[src/rtl/gray_pkg.sv]
// Shared Gray-code helpers and direction constants for the counter and its downstream converter.
// Pure declarations: no state, no latency, no flow control.
package gray_pkg;

  localparam logic DIR_UP   = 1'b1;
  localparam logic DIR_DOWN = 1'b0;

  // Up to 32 bits; callers zero-extend narrower values and take the low bits of the result.
  function automatic logic [31:0] bin2gray(input logic [31:0] b);
    return b ^ (b >> 1);
  endfunction

endpackage

[src/rtl/b2g.sv]
// Combinational binary-to-Gray mapper; exact inverse of the downstream Gray-to-binary converter.
// Zero latency; no flow control.
module b2g #(
  parameter int WIDTH = 4
) (
  input  logic [WIDTH-1:0] bin,
  output logic [WIDTH-1:0] gray
);

  assign gray = bin ^ (bin >> 1);

endmodule

[src/rtl/gray_counter.sv]
// Up/down Gray-code counter with clear, load and terminal-count flag; binary count kept alongside.
// 1-cycle latency from clr/load/en to all outputs; no backpressure, every enabled cycle steps.
module gray_counter
  import gray_pkg::*;
#(
  parameter int               WIDTH       = 4,
  parameter int               WRAP        = 1,
  parameter logic [WIDTH-1:0] RESET_VALUE = '0
) (
  input  logic             clk,
  input  logic             rst_n,
  input  logic             clr,
  input  logic             load,
  input  logic [WIDTH-1:0] load_bin,
  input  logic             en,
  input  logic             up,
  output logic [WIDTH-1:0] gray,
  output logic [WIDTH-1:0] bin,
  output logic             tc
);

  localparam logic [WIDTH-1:0] MAX_BIN    = '1;
  localparam logic [WIDTH-1:0] MIN_BIN    = '0;
  localparam logic [WIDTH-1:0] RESET_GRAY = RESET_VALUE ^ (RESET_VALUE >> 1);

  logic [WIDTH-1:0] next_bin;
  logic [WIDTH-1:0] next_gray;
  logic             next_tc;

  always_comb begin
    next_bin = bin;
    next_tc  = 1'b0;
    if (clr) begin
      next_bin = RESET_VALUE;
    end else if (load) begin
      next_bin = load_bin;
    end else if (en) begin
      if (up == DIR_UP) begin
        if (bin == MAX_BIN) begin
          // Terminal step: wraps to zero, or holds at the limit when saturating.
          next_tc  = 1'b1;
          next_bin = (WRAP != 0) ? MIN_BIN : MAX_BIN;
        end else begin
          next_bin = bin + 1'b1;
        end
      end else begin
        if (bin == MIN_BIN) begin
          next_tc  = 1'b1;
          next_bin = (WRAP != 0) ? MAX_BIN : MIN_BIN;
        end else begin
          next_bin = bin - 1'b1;
        end
      end
    end
  end

  // Gray is derived from the next binary value so both registers always agree.
  b2g #(.WIDTH(WIDTH)) u_b2g (
    .bin  (next_bin),
    .gray (next_gray)
  );

  always_ff @(posedge clk or negedge rst_n) begin
    if (!rst_n) begin
      bin  <= RESET_VALUE;
      gray <= RESET_GRAY;
      tc   <= 1'b0;
    end else begin
      bin  <= next_bin;
      gray <= next_gray;
      tc   <= next_tc;
    end
  end

endmodule

[config.mk]
export PLATFORM = sky130hd
export DESIGN_NAME = gray_counter
export DESIGN_NICKNAME = d
export VERILOG_FILES = /design/src/rtl/gray_pkg.sv /design/src/rtl/b2g.sv /design/src/rtl/gray_counter.sv
export SDC_FILE = /design/constraint.sdc
export NUM_CORES = 1
export LEC_CHECK = 0
export ABC_AREA = 0
export CELL_PAD_IN_SITES_DETAIL_PLACEMENT = 0
export CELL_PAD_IN_SITES_GLOBAL_PLACEMENT = 2
export CORE_UTILIZATION = 21
export DETAILED_ROUTE_END_ITERATION = 10
export PLACE_DENSITY_LB_ADDON = 0.1
export SLEW_MARGIN = 20
export SYNTH_ARGS = -nofsm -noshare
export SYNTH_HDL_FRONTEND = slang
export SYNTH_SLANG_ARGS = --single-unit
[constraint.sdc]
create_clock -name clk -period 1.71 [get_ports clk]
set_input_delay 0.342 -clock clk [delete_from_list [all_inputs] [get_ports clk]]
set_output_delay 0.342 -clock clk [all_outputs]
set_load 0.02 [all_outputs]
==> results of run 1 <==
worst register-to-register path, delay by kind of cell (launching register included):
kind	cells	cell delay, ns
xor gates and xnor gates	1	0.18
and+or+nand+nor	1	0.48
buffers and inverters	1	0.06
AOI/OAI and AO/OA	2	0.48
DFF	1	0.44
repair_timing:
item	CTS	global route
setup buffers	1	3
hold buffers	0	0
setup endpoints to repair	6	5
endpoints found under the hold margin	0	0
pin swaps	1	5
gates resized for setup	5	7
power groups by stage:
stage	logic [uW]	registers, uW	clock network (uW)
floorplan	77.7	255	0
global placement	239	228	0
detailed placement	239	229	0
CTS	240	225	154
global route	278	229	164
finish	255	227	151
stage by stage:
stage | hold slack (ns) | instance area, um2 | setup WS (ns)
2_1_floorplan | 0.04641 | 498.0 | 0.04890
6_report | 0.3566 | 914.6 | -0.002192
3_3_place_gp | 0.6315 | 833.3 | -0.3021
4_1_cts | 0.3582 | 864.6 | 0.01614
5_1_grt | 0.3795 | 914.6 | -0.06570
3_5_place_dp | 0.6432 | 833.3 | -0.2989
area by class of cell:
class	instances	area, um2	area share
tap	28	35.03	0.03830
timing repair buffer	39	332.8	0.3639
inverter	5	21.27	0.02326
sequential	8	205.2	0.2244
multi-input combinational	35	297.8	0.3256
clock buffer	3	22.52	0.02462
cells by family (layout without fill, tap and decap cells):
kind of cell | Yosys count | after routing
simple gates | 14 | 14
compound gates | 11 | 11
flops | 8 | 8
buf+inv | 6 | 47
xor+xnor | 5 | 5
mux | 3 | 3
fa+ha+maj | 2 | 2
synth_stat cells (all sizes together):
library cell | instances | area (um2)
o21ai | 1 | 5.000
a21oi | 2 | 10.01
nand3b | 1 | 7.510
mux2i | 2 | 20.02
o22ai | 1 | 12.51
inv | 5 | 18.77
nand2b | 1 | 6.260
ha | 2 | 25.02
a311o | 1 | 10.01
o21bai | 1 | 7.510
and3 | 1 | 7.510
or4 | 1 | 7.510
dfrtp | 8 | 200.2
nand3 | 1 | 5.000
xor2 | 4 | 35.03
nor2b | 1 | 6.260
a221oi | 2 | 17.52
nor3b | 1 | 7.510
nor2 | 5 | 18.77
nand2 | 1 | 3.750
nand4 | 1 | 6.260
xnor2 | 1 | 8.760
mux2 | 1 | 11.26
a211oi | 3 | 27.52
buf | 1 | 7.510
sequential cells by signal, indices dropped and copies added (netlist names):
| signal | flops |
|---|---|
| tc | 1 |
| gray | 3 |
| bin | 4 |
layer usage:
metal / share of wire / global-route usage
met1: 0.47 / 0.1848
met4: 0.019 / 0.08333
met2: 0.48 / 0.2000
met5: 0 / 0
met3: 0.028 / 0.009091
worst max path at each step:
stage                      start  endpoint  slack [ns]
after floorplan           bin[3]   gray[2]        0.05
after detailed placement      up   gray[2]       -0.30
after global placement        up   gray[0]       -0.30
after global routing      bin[0]   gray[1]       -0.07
after CTS                 bin[0]   gray[2]        0.02
final                     bin[0]   gray[2]      -0.002
==> impl_metrics.env, run 1 <==
export IMPL_fin_cells=118
export IMPL_clk_latency_ns=0.26
export IMPL_numCtsBuffers=3
export IMPL_num_antenna_cells=0
export IMPL_worst_path_buf_inv=1
export IMPL_first_pass_iters=3
export IMPL_antenna_left=0
export IMPL_hold_viol_final=0
export IMPL_final_util=0.4135
export IMPL_path_clk_slew_ns=0.06
export IMPL_gp_congestion=0.7394
export IMPL_switching_share=0.3223
export IMPL_fin_crit_sh=1.001
export IMPL_skew_ns=0.007405
export IMPL_cp_num_cells=5
export IMPL_power_frac_comb=0.404
export IMPL_violations="setup timing"
export IMPL_dr_total_vias=511
export IMPL_yosys_warnings=0
export IMPL_via_per_inst=4.331
export IMPL_ios=19
export IMPL_cts_tree="yes"
export IMPL_tns_ns=-0.002192
export IMPL_final_cell_mix="22 x buf_4, 12 x clkdlybuf4s50_1, 5 x nor2_1"
export IMPL_yosys_area_share_simple=0.1548
export IMPL_layout_commonest_cell="buf_4"
export IMPL_maxCapViolCount=0
export IMPL_ys_ff_latch=8
export IMPL_grt_max_degree=9
export IMPL_antenna_found_initial=0
export IMPL_grt_pass1_vias=498
export IMPL_fin_nets=104
export IMPL_die_w_um=50.45
export IMPL_synthMuxAreaShare=0.06345
export IMPL_pwr_share_seq=0.358
export IMPL_p_per_area_nw_per_um2=691.9
export IMPL_worstRegToRegCells=5
export IMPL_syn_nets=61
export IMPL_rows=17
export IMPL_relSlewSlack=0.7569
export IMPL_setup_viol=1
export IMPL_setup_ws_ns=-0.002192
export IMPL_root_buffer="clkbuf_4"
export IMPL_path_cells="inv_4 -> or4_1 -> a311o_1 -> o22ai_2 -> xor2_1"
export IMPL_max_stage_delay_ns=0.48
export IMPL_cp_data_arrival_time_ns=1.89
export IMPL_synth_xor_area_frac=0.08883
export IMPL_r2r_slack_ns=-0.002
export IMPL_port_buffer_count=18
export IMPL_crit_slowest_cell="or4_1"
export IMPL_cp_max_fo=4
export IMPL_overflow=0
export IMPL_crit_reg2reg_capture="gray[2]"
export IMPL_critPathLaunchType="register"
export IMPL_syn_area_um2=493.0
export IMPL_dr_first_iter_drc_count=9
export IMPL_status="finished, violations left"
export IMPL_pwr_share_clk=0.238
export IMPL_die_h_um=50.45
export IMPL_internal_power_uw=428.9
export IMPL_grt_pass1_wl_um=2408
export IMPL_syn_inst=49
export IMPL_n_fill_cell=247
export IMPL_grt_setup_unrepaired="true"
export IMPL_totalWireLength_um=1537
export IMPL_fmax_ghz=0.5840
export IMPL_p_sw_uw=204.0
export IMPL_leakage_uw=0.0004303
export IMPL_cpLargestDelayFamily="simple AND/OR/NAND/NOR gates"
export IMPL_rr_startpoint="bin[0]"
export IMPL_cts_buffer_depth=2
export IMPL_drive_gt1_frac=0.4333
export IMPL_critical_path_class="register to register"
export IMPL_h_tree_depth=1
export IMPL_wl_per_cell_um=13.03
export IMPL_avgSynthCellArea_um2=10.06
export IMPL_core_um2=2212
export IMPL_grt_usage=0.1336
export IMPL_worst_setup_path_end_kind="register"
export IMPL_die_area_um2=2545
export IMPL_yosysUniqueCellTypes=27
export IMPL_synth_compound_area_frac=0.1827
export IMPL_cts_sinks=8
export IMPL_drc=0
export IMPL_yosysSeqAreaShare=0.4061
export IMPL_floorplan_initialDensity=0.2229
export IMPL_min_period_ns=1.712
export IMPL_synth_top_family_by_area="compound AO/OA/AOI/OAI gates"
export IMPL_synthAdderAreaFrac=0.05076
export IMPL_irDropWorstVdd_mv=0.3712
export IMPL_dp_hpwl_um=1178
export IMPL_worstMarginPinSlew_ns=0.3636
export IMPL_slew_viol_final=0
export IMPL_area_growth_pct=85.53
export IMPL_required_ns=1.89
export IMPL_dp_cells=111
export IMPL_holdCritPathClass="input port to asynchronous set/reset pin"
export IMPL_finalPower_uw=632.8
No activity file was read; power rests on OpenSTA's default activity.
==> run 2, diff against run 1 <==
Settings changed: SETUP_SLACK_MARGIN set to 0.02.
==> run 2 against run 1 <==
The run still ends with setup timing left. Maximum frequency barely moved. First-iteration DRC count fell by 11%. Wire length rose by 0.39%. Clock skew rose by 0.00071 ns. Final area rose by 0.82%. Clock power barely moved. Final cell count did not move. Utilization rose by 0.34 points. Worst hold slack improved by 0.0023 ns. Count of clock-buffer cells in the layout did not move. Sequential share of layout area fell by 0.18 points. Critical path type unchanged. Critical endpoint unchanged. Largest power group unchanged. Highest routed layer unchanged.
==> impl_metrics.env, run 2 (same netlist as run 1, synthesis figures left out) <==
export IMPL_skew_ns=0.008114
export IMPL_port_buffer_count=18
export IMPL_cts_sinks=8
export IMPL_p_per_area_nw_per_um2=689.5
export IMPL_maxCapViolCount=0
export IMPL_whs_ns=0.3589
export IMPL_area_growth_pct=87.06
export IMPL_floorplan_initialDensity=0.2229
export IMPL_fin_crit_sh=1.002
export IMPL_grt_pass1_wl_um=2408
export IMPL_grt_usage=0.1336
export IMPL_leakage_uw=0.0004321
export IMPL_met1_usage=0.1848
export IMPL_fin_nets=104
export IMPL_totalWireLength_um=1543
export IMPL_required_ns=1.89
export IMPL_violations="setup timing"
export IMPL_holdCritPathClass="input port to asynchronous set/reset pin"
export IMPL_grt_pass1_vias=498
export IMPL_slew_viol_final=0
export IMPL_dr_total_vias=509
export IMPL_finalPower_uw=635.8
export IMPL_min_period_ns=1.713
export IMPL_setup_ws_ns=-0.002588
export IMPL_h_tree_depth=1
export IMPL_setup_viol=1
export IMPL_antenna_found_initial=0
export IMPL_root_buffer="clkbuf_4"
export IMPL_status="finished, violations left"
export IMPL_core_um2=2212
export IMPL_drc=0
export IMPL_grt_busiest_layer="met2"
export IMPL_fmax_ghz=0.5839
export IMPL_cts_tree="yes"
export IMPL_n_fill_cell=245
export IMPL_cp_data_arrival_time_ns=1.89
export IMPL_critical_path_class="register to register"
export IMPL_grt_use_met3=0.009091
export IMPL_layout_commonest_cell="buf_4"
export IMPL_hold_viol_final=0
export IMPL_worst_setup_path_end_kind="register"
export IMPL_use_met2=0.2000
export IMPL_relSlewSlack=0.7565
export IMPL_numCtsBuffers=3
export IMPL_rows=17
export IMPL_cp_max_fo=4
export IMPL_worstMarginPinSlew_ns=0.3641
export IMPL_reg_largest_list="bin: 4 flops, gray: 3 flops, tc: 1 flops"
export IMPL_ios=19
export IMPL_wl_per_cell_um=13.08
export IMPL_overflow=0
export IMPL_largest_reg_flops=4
export IMPL_path_clk_slew_ns=0.06
export IMPL_cts_buffer_depth=2
export IMPL_num_antenna_cells=0
export IMPL_clk_latency_ns=0.26
export IMPL_critPathLaunchType="register"
export IMPL_final_cell_mix="22 x buf_4, 12 x clkdlybuf4s50_1"
export IMPL_die_area_um2=2545
export IMPL_largest_register="bin"
export IMPL_via_per_inst=4.314
export IMPL_irDropWorstVdd_mv=0.3714
export IMPL_grt_setup_unrepaired="true"
export IMPL_antenna_left=0
export IMPL_grt_max_degree=9
export IMPL_first_pass_iters=3
export IMPL_drive_gt1_frac=0.4444
export IMPL_gp_congestion=0.7394
export IMPL_dr_first_iter_drc_count=8
export IMPL_die_h_um=50.45
export IMPL_dp_hpwl_um=1178
export IMPL_die_w_um=50.45
export IMPL_ctsHoldBuffers=0
-- run 2: path summary, 6_finish.rpt --
check,slack (ns),depth (start not counted),end,startpoint
setup reg to reg,-0.003,5,gray[2],bin[0]
hold reg to reg,0.83,4,bin[2],bin[2]
min in group clk,0.72,3,bin[2],load_bin[2]
setup / recovery,-0.003,5,gray[2],bin[0]
max in group asynchronous,1.06,1,bin[1],rst_n
hold / removal,0.36,1,gray[1],rst_n
-- run 2: cell type report --
| class | count | area, um2 | area share |
|---|---|---|---|
| repair buffers | 39 | 332.8 | 0.3609 |
| well taps | 28 | 35.03 | 0.03799 |
| clock buffers | 3 | 22.52 | 0.02442 |
| inverters | 5 | 21.27 | 0.02307 |
| flip-flops and latches | 8 | 205.2 | 0.2225 |
| multi-input cells | 35 | 305.3 | 0.3311 |
-- run 2: critical path: stages (launching register included) --
cell and delay (ns):
dfrtp_2 0.44, inv_4 0.06, or4_1 0.48, a311o_1 0.29
o22ai_2 0.19, xor2_1 0.18
-- run 2: where the power goes --
| group | leakage [uW] | total [uW] | switching, uW | internal (uW) |
|---|---|---|---|---|
| Sequential | 0.0000978 | 227 | 15.3 | 211 |
| Clock | 0.0000138 | 150 | 69.0 | 80.7 |
| Combinational | 0.000321 | 260 | 121 | 138 |
| Total | 0.000432 | 636 | 205 | 430 |
-- run 2: stage by stage --
| step | setup slack (ns) | setup TNS [ns] | utilization | cell area (um2) | cells |
|---|---|---|---|---|---|
| CTS | 0.01614 | 0 | 0.3908 | 864.6 | 115 |
| detailed placement | -0.2989 | -1.466 | 0.3767 | 833.3 | 111 |
| global route | -0.06570 | -0.1316 | 0.4169 | 922.1 | 118 |
| global placement | -0.3021 | -1.378 | 0.3767 | 833.3 | 111 |
| floorplan | 0.04890 | 0 | - | 498.0 | 49 |
| finish | -0.002588 | -0.002588 | 0.4169 | 922.1 | 118 |
-- run 2: what timing repair did --
item	CTS	global route
setup buffers	1	3
gates cloned	0	0
endpoints found under the setup margin	6	5
pin swaps	1	7
gates resized for setup	5	9
-- run 2: per-layer routing --
layer  up-vias  wire (um)
met2        12        751
li1        258          -
met3         2         43
met5         -          0
met1       237        734
met4         0         14
==> run 3, diff against run 2 <==
Settings changed: CTS_CLUSTER_DIAMETER set to 50.
==> results of run 3 <==
No change in the layout: final DEF, timing and power equal those of run 2.
